**src/rtl/argmax_topk_unit_if.sv**
```systemverilog
// Handshake and result bundle for argmax_topk_unit.
// master: the side that supplies score vectors and consumes results.
// slave : the selection unit itself.
interface argmax_topk_unit_if #(
  parameter int NUM_CLASSES = 10,
  parameter int DATA_W      = 16,
  parameter int IDX_W       = $clog2(NUM_CLASSES)
);
  logic                          in_valid;
  logic                          in_ready;
  logic [NUM_CLASSES*DATA_W-1:0] scores;
  logic [DATA_W-1:0]             conf_threshold;
  logic                          out_valid;
  logic                          out_ready;
  logic [IDX_W-1:0]              best_idx;
  logic [DATA_W-1:0]             best_val;
  logic [IDX_W-1:0]              second_idx;
  logic [DATA_W-1:0]             second_val;
  logic [DATA_W-1:0]             margin;
  logic                          low_conf;
  logic                          busy;

  modport master (
    output in_valid, scores, conf_threshold, out_ready,
    input  in_ready, out_valid, best_idx, best_val, second_idx, second_val,
           margin, low_conf, busy
  );

  modport slave (
    input  in_valid, scores, conf_threshold, out_ready,
    output in_ready, out_valid, best_idx, best_val, second_idx, second_val,
           margin, low_conf, busy
  );
endinterface

```
**src/rtl/argmax_topk_unit.sv**
```systemverilog
// Sequential top-2 class selector. Captures a score vector, scans it LANES
// classes per cycle and holds best/second index+value, their margin and a
// low-confidence flag until the consumer accepts the result.
// Ties keep the lower index for both top-1 and top-2.
module argmax_topk_unit #(
  parameter int NUM_CLASSES = 10,
  parameter int DATA_W      = 16,
  parameter int SIGNED      = 0,
  parameter int LANES       = 1,
  parameter int IDX_W       = $clog2(NUM_CLASSES)
) (
  input  logic              clk,
  input  logic              rst,
  argmax_topk_unit_if.slave bus
);

  // One extra bit so that "next index + LANES" never wraps.
  localparam int             CNT_W = IDX_W + 1;
  localparam logic [CNT_W-1:0] NUM_C = CNT_W'(NUM_CLASSES);
  localparam logic [CNT_W-1:0] STEP  = CNT_W'(LANES);

  typedef enum logic [1:0] {
    S_IDLE = 2'd0,
    S_SCAN = 2'd1,
    S_DONE = 2'd2
  } state_e;

  state_e            state_q, state_d;
  logic [DATA_W-1:0] score_q [NUM_CLASSES];
  logic [DATA_W-1:0] score_d [NUM_CLASSES];
  logic [DATA_W-1:0] thr_q, thr_d;
  logic [CNT_W-1:0]  cnt_q, cnt_d;
  logic [IDX_W-1:0]  best_idx_q, best_idx_d;
  logic [DATA_W-1:0] best_val_q, best_val_d;
  logic [IDX_W-1:0]  sec_idx_q, sec_idx_d;
  logic [DATA_W-1:0] sec_val_q, sec_val_d;
  logic              seen_q, seen_d;
  logic [IDX_W-1:0]  res_best_idx_q, res_best_idx_d;
  logic [DATA_W-1:0] res_best_val_q, res_best_val_d;
  logic [IDX_W-1:0]  res_sec_idx_q, res_sec_idx_d;
  logic [DATA_W-1:0] res_sec_val_q, res_sec_val_d;
  logic [DATA_W-1:0] res_margin_q, res_margin_d;
  logic              res_low_conf_q, res_low_conf_d;

  // Scan-chain temporaries
  logic [CNT_W-1:0]  k_s;
  logic [DATA_W-1:0] v_s;
  logic [IDX_W-1:0]  c_bi_s, c_si_s;
  logic [DATA_W-1:0] c_bv_s, c_sv_s;
  logic              c_seen_s;
  logic [DATA_W-1:0] margin_s;
  logic              low_conf_s;

  // Strict greater-than in the configured number format.
  function automatic logic gt(input logic [DATA_W-1:0] a, input logic [DATA_W-1:0] b);
    logic r;
    if (SIGNED != 0) begin
      r = ($signed(a) > $signed(b));
    end else begin
      r = (a > b);
    end
    return r;
  endfunction

  // Status outputs decode the state register; in_ready is also gated by reset.
  assign bus.in_ready   = rst && (state_q == S_IDLE);
  assign bus.busy       = (state_q != S_IDLE);
  assign bus.out_valid  = (state_q == S_DONE);
  assign bus.best_idx   = res_best_idx_q;
  assign bus.best_val   = res_best_val_q;
  assign bus.second_idx = res_sec_idx_q;
  assign bus.second_val = res_sec_val_q;
  assign bus.margin     = res_margin_q;
  assign bus.low_conf   = res_low_conf_q;

  // Lane chain: fold classes cnt_q .. cnt_q+LANES-1 into the running top-2.
  always_comb begin
    k_s      = '0;
    v_s      = '0;
    c_bi_s   = best_idx_q;
    c_bv_s   = best_val_q;
    c_si_s   = sec_idx_q;
    c_sv_s   = sec_val_q;
    c_seen_s = seen_q;
    for (int l = 0; l < LANES; l++) begin
      k_s = cnt_q + CNT_W'(l);
      if (k_s < NUM_C) begin
        v_s = score_q[k_s[IDX_W-1:0]];
        if (gt(v_s, c_bv_s)) begin
          c_si_s = c_bi_s;
          c_sv_s = c_bv_s;
          c_bi_s = k_s[IDX_W-1:0];
          c_bv_s = v_s;
        end else if (!c_seen_s || gt(v_s, c_sv_s)) begin
          c_si_s = k_s[IDX_W-1:0];
          c_sv_s = v_s;
        end else begin
          c_si_s = c_si_s;
        end
        c_seen_s = 1'b1;
      end else begin
        c_seen_s = c_seen_s;
      end
    end
    // best >= second always, so the DATA_W-bit difference is the exact margin.
    margin_s   = c_bv_s - c_sv_s;
    low_conf_s = (margin_s < thr_q);
  end

  // Next-state and datapath register updates.
  always_comb begin
    state_d        = state_q;
    score_d        = score_q;
    thr_d          = thr_q;
    cnt_d          = cnt_q;
    best_idx_d     = best_idx_q;
    best_val_d     = best_val_q;
    sec_idx_d      = sec_idx_q;
    sec_val_d      = sec_val_q;
    seen_d         = seen_q;
    res_best_idx_d = res_best_idx_q;
    res_best_val_d = res_best_val_q;
    res_sec_idx_d  = res_sec_idx_q;
    res_sec_val_d  = res_sec_val_q;
    res_margin_d   = res_margin_q;
    res_low_conf_d = res_low_conf_q;
    case (state_q)
      S_IDLE: begin
        if (bus.in_valid) begin
          for (int j = 0; j < NUM_CLASSES; j++) begin
            score_d[j] = bus.scores[j*DATA_W +: DATA_W];
          end
          thr_d      = bus.conf_threshold;
          best_idx_d = '0;
          best_val_d = bus.scores[DATA_W-1:0];
          sec_idx_d  = '0;
          sec_val_d  = '0;
          seen_d     = 1'b0;
          cnt_d      = CNT_W'(1);
          state_d    = S_SCAN;
        end else begin
          state_d = S_IDLE;
        end
      end
      S_SCAN: begin
        best_idx_d = c_bi_s;
        best_val_d = c_bv_s;
        sec_idx_d  = c_si_s;
        sec_val_d  = c_sv_s;
        seen_d     = c_seen_s;
        cnt_d      = cnt_q + STEP;
        if ((cnt_q + STEP) >= NUM_C) begin
          res_best_idx_d = c_bi_s;
          res_best_val_d = c_bv_s;
          res_sec_idx_d  = c_si_s;
          res_sec_val_d  = c_sv_s;
          res_margin_d   = margin_s;
          res_low_conf_d = low_conf_s;
          state_d        = S_DONE;
        end else begin
          state_d = S_SCAN;
        end
      end
      S_DONE: begin
        if (bus.out_ready) begin
          state_d = S_IDLE;
        end else begin
          state_d = S_DONE;
        end
      end
      default: begin
        state_d = S_IDLE;
      end
    endcase
  end

  // State and datapath registers; reset aborts any vector in flight.
  always_ff @(posedge clk or negedge rst) begin
    if (!rst) begin
      state_q <= S_IDLE;
      for (int j = 0; j < NUM_CLASSES; j++) begin
        score_q[j] <= '0;
      end
      thr_q          <= '0;
      cnt_q          <= '0;
      best_idx_q     <= '0;
      best_val_q     <= '0;
      sec_idx_q      <= '0;
      sec_val_q      <= '0;
      seen_q         <= 1'b0;
      res_best_idx_q <= '0;
      res_best_val_q <= '0;
      res_sec_idx_q  <= '0;
      res_sec_val_q  <= '0;
      res_margin_q   <= '0;
      res_low_conf_q <= 1'b0;
    end else begin
      state_q        <= state_d;
      score_q        <= score_d;
      thr_q          <= thr_d;
      cnt_q          <= cnt_d;
      best_idx_q     <= best_idx_d;
      best_val_q     <= best_val_d;
      sec_idx_q      <= sec_idx_d;
      sec_val_q      <= sec_val_d;
      seen_q         <= seen_d;
      res_best_idx_q <= res_best_idx_d;
      res_best_val_q <= res_best_val_d;
      res_sec_idx_q  <= res_sec_idx_d;
      res_sec_val_q  <= res_sec_val_d;
      res_margin_q   <= res_margin_d;
      res_low_conf_q <= res_low_conf_d;
    end
  end

endmodule

```
**src/flat_wrapper.sv**
```systemverilog
// flat-port wrapper written by rule: the top's interface ports become plain ports
module argmax_topk_unit_flat 
#(
  parameter int NUM_CLASSES = 10,
  parameter int DATA_W      = 16,
  parameter int SIGNED      = 0,
  parameter int LANES       = 1,
  parameter int IDX_W       = $clog2(NUM_CLASSES)
)
  (clk, rst, bus_in_valid, bus_scores, bus_conf_threshold, bus_out_ready, bus_in_ready, bus_out_valid, bus_best_idx, bus_best_val, bus_second_idx, bus_second_val, bus_margin, bus_low_conf, bus_busy);
  argmax_topk_unit_if #(.NUM_CLASSES(NUM_CLASSES), .DATA_W(DATA_W), .IDX_W(IDX_W)) bus_i ();
  input  logic clk;
  input  logic rst;
  input wire logic [$bits(bus_i.in_valid)-1:0] bus_in_valid;
  input wire logic [$bits(bus_i.scores)-1:0] bus_scores;
  input wire logic [$bits(bus_i.conf_threshold)-1:0] bus_conf_threshold;
  input wire logic [$bits(bus_i.out_ready)-1:0] bus_out_ready;
  output wire logic [$bits(bus_i.in_ready)-1:0] bus_in_ready;
  output wire logic [$bits(bus_i.out_valid)-1:0] bus_out_valid;
  output wire logic [$bits(bus_i.best_idx)-1:0] bus_best_idx;
  output wire logic [$bits(bus_i.best_val)-1:0] bus_best_val;
  output wire logic [$bits(bus_i.second_idx)-1:0] bus_second_idx;
  output wire logic [$bits(bus_i.second_val)-1:0] bus_second_val;
  output wire logic [$bits(bus_i.margin)-1:0] bus_margin;
  output wire logic [$bits(bus_i.low_conf)-1:0] bus_low_conf;
  output wire logic [$bits(bus_i.busy)-1:0] bus_busy;
  assign bus_i.in_valid = bus_in_valid;
  assign bus_i.scores = bus_scores;
  assign bus_i.conf_threshold = bus_conf_threshold;
  assign bus_i.out_ready = bus_out_ready;
  assign bus_in_ready = bus_i.in_ready;
  assign bus_out_valid = bus_i.out_valid;
  assign bus_best_idx = bus_i.best_idx;
  assign bus_best_val = bus_i.best_val;
  assign bus_second_idx = bus_i.second_idx;
  assign bus_second_val = bus_i.second_val;
  assign bus_margin = bus_i.margin;
  assign bus_low_conf = bus_i.low_conf;
  assign bus_busy = bus_i.busy;
  argmax_topk_unit #(.NUM_CLASSES(NUM_CLASSES), .DATA_W(DATA_W), .SIGNED(SIGNED), .LANES(LANES), .IDX_W(IDX_W)) u_core (.clk(clk), .rst(rst), .bus(bus_i));
endmodule
```
**config.mk**
```make
export PLATFORM = sky130hd
export DESIGN_NAME = argmax_topk_unit_flat
export DESIGN_NICKNAME = d
export VERILOG_FILES = /design/src/rtl/argmax_topk_unit_if.sv /design/src/rtl/argmax_topk_unit.sv /design/src/flat_wrapper.sv
export SDC_FILE = /design/constraint.sdc
export NUM_CORES = 1
export LEC_CHECK = 0
export ABC_AREA = 1
export CAP_MARGIN = 20
export CELL_PAD_IN_SITES_DETAIL_PLACEMENT = 1
export CELL_PAD_IN_SITES_GLOBAL_PLACEMENT = 2
export CORE_ASPECT_RATIO = 0.8
export CORE_MARGIN = 10
export CORE_UTILIZATION = 28
export CTS_BUF_LIST = sky130_fd_sc_hd__clkbuf_16
export CTS_CLUSTER_SIZE = 12
export DETAILED_ROUTE_END_ITERATION = 10
export GPL_ROUTABILITY_DRIVEN = 0
export GPL_TIMING_DRIVEN = 0
export PLACE_DENSITY_LB_ADDON = 0.08
export SLEW_MARGIN = 10
export SYNTH_ARGS = -nofsm -noshare
export SYNTH_HDL_FRONTEND = slang
export SYNTH_SLANG_ARGS = --single-unit
```
**constraint.sdc**
```tcl
create_clock -name clk -period 5.4 [get_ports clk]
set_input_delay 1.08 -clock clk [delete_from_list [all_inputs] [get_ports clk]]
set_output_delay 1.08 -clock clk [all_outputs]
set_load 0.05 [all_outputs]
```
==> metrics.md, run 1 <==
| Metric | Value |
|---|---|
| Initial detailed-routing violation count | `about 1100` |
| Drt via density | `slightly below 5` |
| First-pass GRT wire length | `97.9 mm` |
| Mapped cell area | `14800 µm²` |
| Drt drc | `0` |
| Tcrit/Tclk final | `105%` |
| Outcome | `finished, violations left` |
| Clock Skew | `30.0 ps` |
| N_diodes | `0` |
| Worst-Skew Late Latency | `570 ps` |
| Tot GR Track Use | `20.4%` |
| Met2 GRT Util | `approximately 31%` |
| CTS H-Tree Depth | `2` |
| Placed cell count | `2854` |
| Drt pass-1 iters | `5` |
| Core ar. | `52400 µm²` |
| Minimum clock period | `~5600 ps` |
| Hold crit path type | `reg -> reg` |
| Crit-path most repeated cell | `nand2_1` |
| Final setup margin | `-248 ps` |
| Final core occ | `39.8%` |
| CP max stage cell | `dfrtp_1` |
| Dpl cell area | `18100 µm²` |
| Total length of routed wires | `66.0 mm` |
| Mapped Cells | `around 1900` |
| Register area share after synthesis | `47.6%` |
| RSZ-0062 raised after global routing | `yes` |
| I/O pins | `240` |
| CP peak stage delay | `about 380 ps` |
| CTS tree | `done` |
| Post-synth ARST share | `100%` |
| Yosys top cell area share | `47.6%` |
| CP max FO | `10` |
| Largest net degree at the start of global routing | `102` |
| Number of nets with antenna violations after routing | `0` |
| CP top delay family | `simple AND/OR/NAND/NOR gates` |
| Met3 Use GR | `between 3 and 4%` |
| Worst-Margin Slew | `805 ps` |
| Total CTS buffers | `34` |
| HPWL Detailed | `50.7 mm` |
| Fmax | `177 MHz` |
| GR peak layer | `met2` |
| Port bufs | `239` |
| Max Cap Viol | `0` |
| Die W | `about 280 µm` |
| Initial antenna violation count | `0` |
| Critical path arrival | `6080 ps` |
| Multi-input logic area | `7450 µm²` |
| Setup TNS | `-248 ps` |
| Routed len/inst | `22.1 µm` |
| Synth unique cells | `44` |
| Final cell count without fillers | `2992` |
| Die area | `62400 µm²` |
| GRT overflow | `0` |
| Post-route cell area | `20800 µm²` |
| Syn_nets | `2165` |
| Final Slew Violations | `0` |
| Failing checks | `setup timing` |
| CTS Buffer Depth | `3` |
| Share of cells above drive strength 1 | `14.2%` |
| Primary FF master, synth | `dfrtp_1` |
| Die height | `225 µm` |
| Critical path capture point type | `flip-flop` |
| Via total after detailed routing | `~14000` |
| Synth Warn # | `0` |
| Layout area overhead | `41.0%` |
| Sequential Area | `around 7000 µm²` |
| FP Rows | `75` |
| Met1 Use GR | `between 20% and 30%` |
| Crit Path Class | `reg -> reg` |
| Nets | `around 2500` |
| Required time of the critical path | `around 5800 ps` |
| Root Buffer | `clkbuf_16` |
| Worst slew margin | `between 40% and 50%` |
| Fillers | `6244` |
| Final Setup Violations | `1` |
| Clock transition at path regs | `60 ps` |
| Number of global-route vias before repair | `about 15000` |
| Number of synthesized flops with an enable pin | `0` |
| CP Buf/Inv Count | `9` |
| Worst setup SP type | `flip-flop` |
| Syn avg cell area | `between 7 and 8 µm²` |
| CTS sink cnt | `roughly 280` |
| Register bit total from synthesis | `281` |
| Synth area leader | `dfrtp_1` |
| Leading post-synthesis cells by cell area | `dfrtp_1 (48%), nand2_1 (21%), ha_1 (5.4%), o21ai_0 (4.8%), inv_1 (3.4%)` |
| Initial Util | `28.2%` |
| Hold Vio Cnt, Final | `0` |
==> final timing paths <==
| path | from | end | slack [ps] | cells past startpoint |
|---|---|---|---|---|
| max | u_core.cnt_q[0] | u_core.bus.low_conf | -250 | 32 |
| min in group asynchronous | rst | u_core.bus.margin[10] | 510 | 1 |
| min reg2reg | u_core.score_q[27] | u_core.score_q[27] | 480 | 2 |
| max reg2reg | u_core.cnt_q[0] | u_core.bus.low_conf | -250 | 32 |
| max in group asynchronous | rst | u_core.score_q[63] | 3870 | 2 |
| min | u_core.score_q[27] | u_core.score_q[27] | 480 | 2 |
==> placed cells by master (no fill, tap or decap), types with 23 or more instances in the layout <==
| cell | n |
|---|---|
| nand2_1 | 779 |
| dfrtp_1 | 281 |
| clkdlybuf4s50_1 | 238 |
| inv_1 | 133 |
| o21ai_0 | 114 |
| nor2_1 | 104 |
| buf_4 | 74 |
| clkbuf_1 | 49 |
| ha_1 | 45 |
| nand3_1 | 37 |
| clkbuf_16 | 36 |
| o211ai_1 | 34 |
| o21ai_1 | 32 |
| o22ai_1 | 32 |
| a21oi_1 | 23 |
==> cell usage after synthesis, types with 3 or more instances <==
library cell,n
a21oi_1,38
o21ai_0,142
nand4_1,7
buf_6,8
nor2_1,114
inv_2,19
ha_1,64
dfrtp_1,281
nand2_1,808
o22ai_1,35
buf_4,7
nor3_1,4
inv_1,133
buf_1,6
o221ai_1,19
xnor2_1,3
clkbuf_1,54
xor2_1,12
a31oi_1,3
o21bai_1,5
nand3_1,41
o21ai_1,24
o31ai_1,5
buf_2,26
o21ai_2,7
o211ai_1,34
==> registers in the layout (all words and copies together), names as in the netlist <==
name,cells
u_core.score_q,160
u_core.best_val_q,16
u_core.bus.best_val,16
u_core.bus.margin,16
u_core.bus.second_val,16
u_core.sec_val_q,16
u_core.thr_q,16
u_core.cnt_q,5
u_core.best_idx_q,4
u_core.bus.best_idx,4
u_core.bus.second_idx,4
u_core.sec_idx_q,4
u_core.state_q,2
u_core.bus.low_conf,1
u_core.seen_q,1
==> layout make-up <==
type | count | area share, %
buffer | 101 | 3.41
clock buffer | 34 | 4.09
clock inverter | 26 | 0.727
inverter | 155 | 2.97
multi-input combinational | 1383 | 35.8
sequential | 281 | 33.8
tap | 693 | 4.16
timing repair buffer | 319 | 15.1
==> worst reg2reg max path, delay by kind of cell (launching register included) <==
family          cells  cell delay (ps)
xor+xnor            1              240
fa+ha+maj           3              870
buf+inv             9             1310
compound gates      6             1100
flops               1              380
simple gates       13             1640
==> per-stage QoR <==
| stage | hold WS [ps] | setup slack [ps] |
|---|---|---|
| after floorplan | 444 | 363 |
| final | 477 | -248 |
| after global placement | 458 | -10260 |
| after global routing | 494 | -512 |
| after detailed placement | 460 | -2240 |
| after CTS | 476 | -250 |
==> kinds of logic (layout without fill, tap and decap cells) <==
family	after synthesis	in the layout	synth area share (%)
buffers and inverters	256	635	7.33
adders and majority gates	65	65	5.56
DFF	281	281	47.6
AOI/OAI and AO/OA	319	319	12.8
xor gates and xnor gates	15	15	0.889
and+or+nand+nor	984	984	25.9
==> routing by layer <==
metal | part of all wire [%] | vias up
li1 | - | 6883
met1 | 50 | 7218
met2 | 43 | 307
met3 | 5.0 | 70
met4 | 1.5 | 0
met5 | 0 | -
==> timing repair <==
item,CTS,global route
endpoints found under the setup margin,16,1
resized for setup,192,73
hold buffers,0,0
setup buffers,45,31
pin swaps,47,60
gates cloned,0,2
Power of run 1 is not shown: default switching activity piles up to over one toggle a cycle in this logic, so the estimate is an artifact.
==> run 2: changes to the inputs <==
- CORE_UTILIZATION: 28 -> 34
- clock period: 5.4 -> 7.3 ns (I/O delays scaled with it)
==> metrics.md, run 2 (synthesis results as in run 1) <==
| Metric | Value |
|---|---|
| Min-Delay Path Depth | `2` |
| Outcome | `finished, final reports clean` |
| Final Slew Violations | `0` |
| Root Buffer | `clkbuf_16` |
| Die W | `253 µm` |
| CP max stage cell | `dfrtp_1` |
| Required time of the critical path | `7820 ps` |
| Tot GR Track Use | `22.8%` |
| Hold_buf cts | `0` |
| Worst-Skew Late Latency | `590 ps` |
| Commonest non-fill, non-tap cell in the layout | `nand2_1` |
| Share of cells above drive strength 1 | `5.61%` |
| Dpl cell area | `17900 µm²` |
| First-pass GRT wire length | `91.2 mm` |
| Commonest cells after routing, fill and taps aside | `nand2_1 (806), dfrtp_1 (281), clkdlybuf4s50_1 (238)` |
| RR Endpoint | `u_core.bus.low_conf` |
| CTS sink cnt | `281` |
| Reg2reg setup slack | `390 ps` |
| Hold wc startpoint | `u_core.score_q[24]` |
| Drt via density | `5.11` |
| Core ar. | `between 40000 and 50000 µm²` |
| Initial antenna violation count | `1` |
| Total length of routed wires | `60.4 mm` |
| CP max FO | `10` |
| Largest net degree at the start of global routing | `106` |
| I/O pins | `240` |
| Crit Reg-Reg Startpoint | `u_core.cnt_q[0]` |
| RSZ-0062 raised after global routing | `no` |
| Hold crit path type | `reg -> reg` |
| Minimum clock period | `6910 ps` |
| Fmax | `145 MHz` |
| WHS Endpoint | `u_core.score_q[24]` |
| CTS H-Tree Depth | `1` |
| Sequential Area | `7030 µm²` |
| Tcrit/Tclk final | `between 90% and 100%` |
| Drt drc | `0` |
| Max Cap Viol | `0` |
| R2R depth | `37` |
| Initial Util | `between 30% and 40%` |
| Biggest register | `u_core.score_q` |
| Fillers | `5284` |
| Number of global-route vias before repair | `14900` |
| Die height | `206 µm` |
| CTS Buffer Depth | `3` |
| Clock Skew | `approximately 25 ps` |
| Drt pass-1 iters | `5` |
| Multi-input logic area | `6680 µm²` |
| Die area | `between 50000 and 60000 µm²` |
| Total CTS buffers | `31` |
| HPWL Detailed | `48.2 mm` |
| GRT overflow | `0` |
| Crit-path most repeated cell | `nand2_1` |
| Port bufs | `around 240` |
| Final Setup Violations | `0` |
| Worst setup SP type | `flip-flop` |
| Hold Vio Cnt, Final | `0` |
| Post-route cell area | `18800 µm²` |
| Routed len/inst | `21.8 µm` |
| Worst slew margin | `45.6%` |
| Nets | `2438` |
| Initial detailed-routing violation count | `about 900` |
| Worst-Margin Slew | `816 ps` |
| Via total after detailed routing | `about 14000` |
| CTS tree | `done` |
| Crit Path Class | `reg -> reg` |
| FP Rows | `68` |
| Layout area overhead | `27.5%` |
| Clock transition at path regs | `60 ps` |
| Max reg flops | `160` |
| Number of nets with antenna violations after routing | `0` |
| CP peak stage delay | `420 ps` |
| Critical path capture point type | `flip-flop` |
| Critical path arrival | `7430 ps` |
| N_diodes | `0` |
## run 2: final cells by class
type / count / share of cell area, %
timing repair buffer: 241 / 13.0
inverter: 155 / 3.11
clock inverter: 20 / 0.585
clock buffer: 31 / 4.12
multi-input combinational: 1383 / 35.5
buffer: 100 / 2.64
tap: 560 / 3.72
sequential: 281 / 37.3
## run 2: how the worst max path moves through the flow
stage                         start                   to  slack (ps)  depth (start not counted)
CTS                 u_core.cnt_q[2]  u_core.bus.low_conf          70                         34
finish              u_core.cnt_q[0]  u_core.bus.low_conf         390                         37
floorplan           u_core.cnt_q[0]  u_core.bus.low_conf        2260                         36
global placement                rst  u_core.score_q[127]       -8210                          1
detailed placement  u_core.cnt_q[1]  u_core.bus.low_conf        -220                         35
global route        u_core.cnt_q[0]  u_core.bus.low_conf           2                         37
## run 2: worst max-delay path: cells and delay by family (launching register included)
family / cells / cell delay, ps
adder cells (fa/ha/maj): 3 / 810
AND/OR/NAND/NOR: 15 / 1970
flip-flops: 1 / 420
AO/OA/AOI/OAI: 9 / 1970
XOR/XNOR: 1 / 280
buffers and inverters: 9 / 1360
## run 2: what timing repair did
| item | in CTS | in global routing |
|---|---|---|
| gates cloned | 0 | 0 |
| endpoints found under the setup margin | 1 | 1 |
| gates resized for setup | 1 | 12 |
| setup buffers | 0 | 0 |
## run 2: metal layers
layer / GRT usage (%) / vias to the layer above / wire, µm
met5: 0 / - / 0
met4: 4.08 / 0 / 983
met3: 3.28 / 58 / 3130
met2: 34.5 / 325 / 26000
met1: 34.2 / 7071 / 30300
li1: - / 6700 / -
## run 2: stage by stage
step	setup TNS (ps)	std cells	utilization (%)	hold WS, ps	setup slack, ps
2_1_floorplan	0	1920	-	444	2260
5_1_grt	0	2771	43.7	496	2.11
3_3_place_gp	-2304320	2719	41.5	457	-8210
3_5_place_dp	-224	2721	41.6	461	-224
6_report	0	2771	43.7	476	394
4_1_cts	0	2771	43.7	478	69.9
Power of run 2 is left out for the same reason.
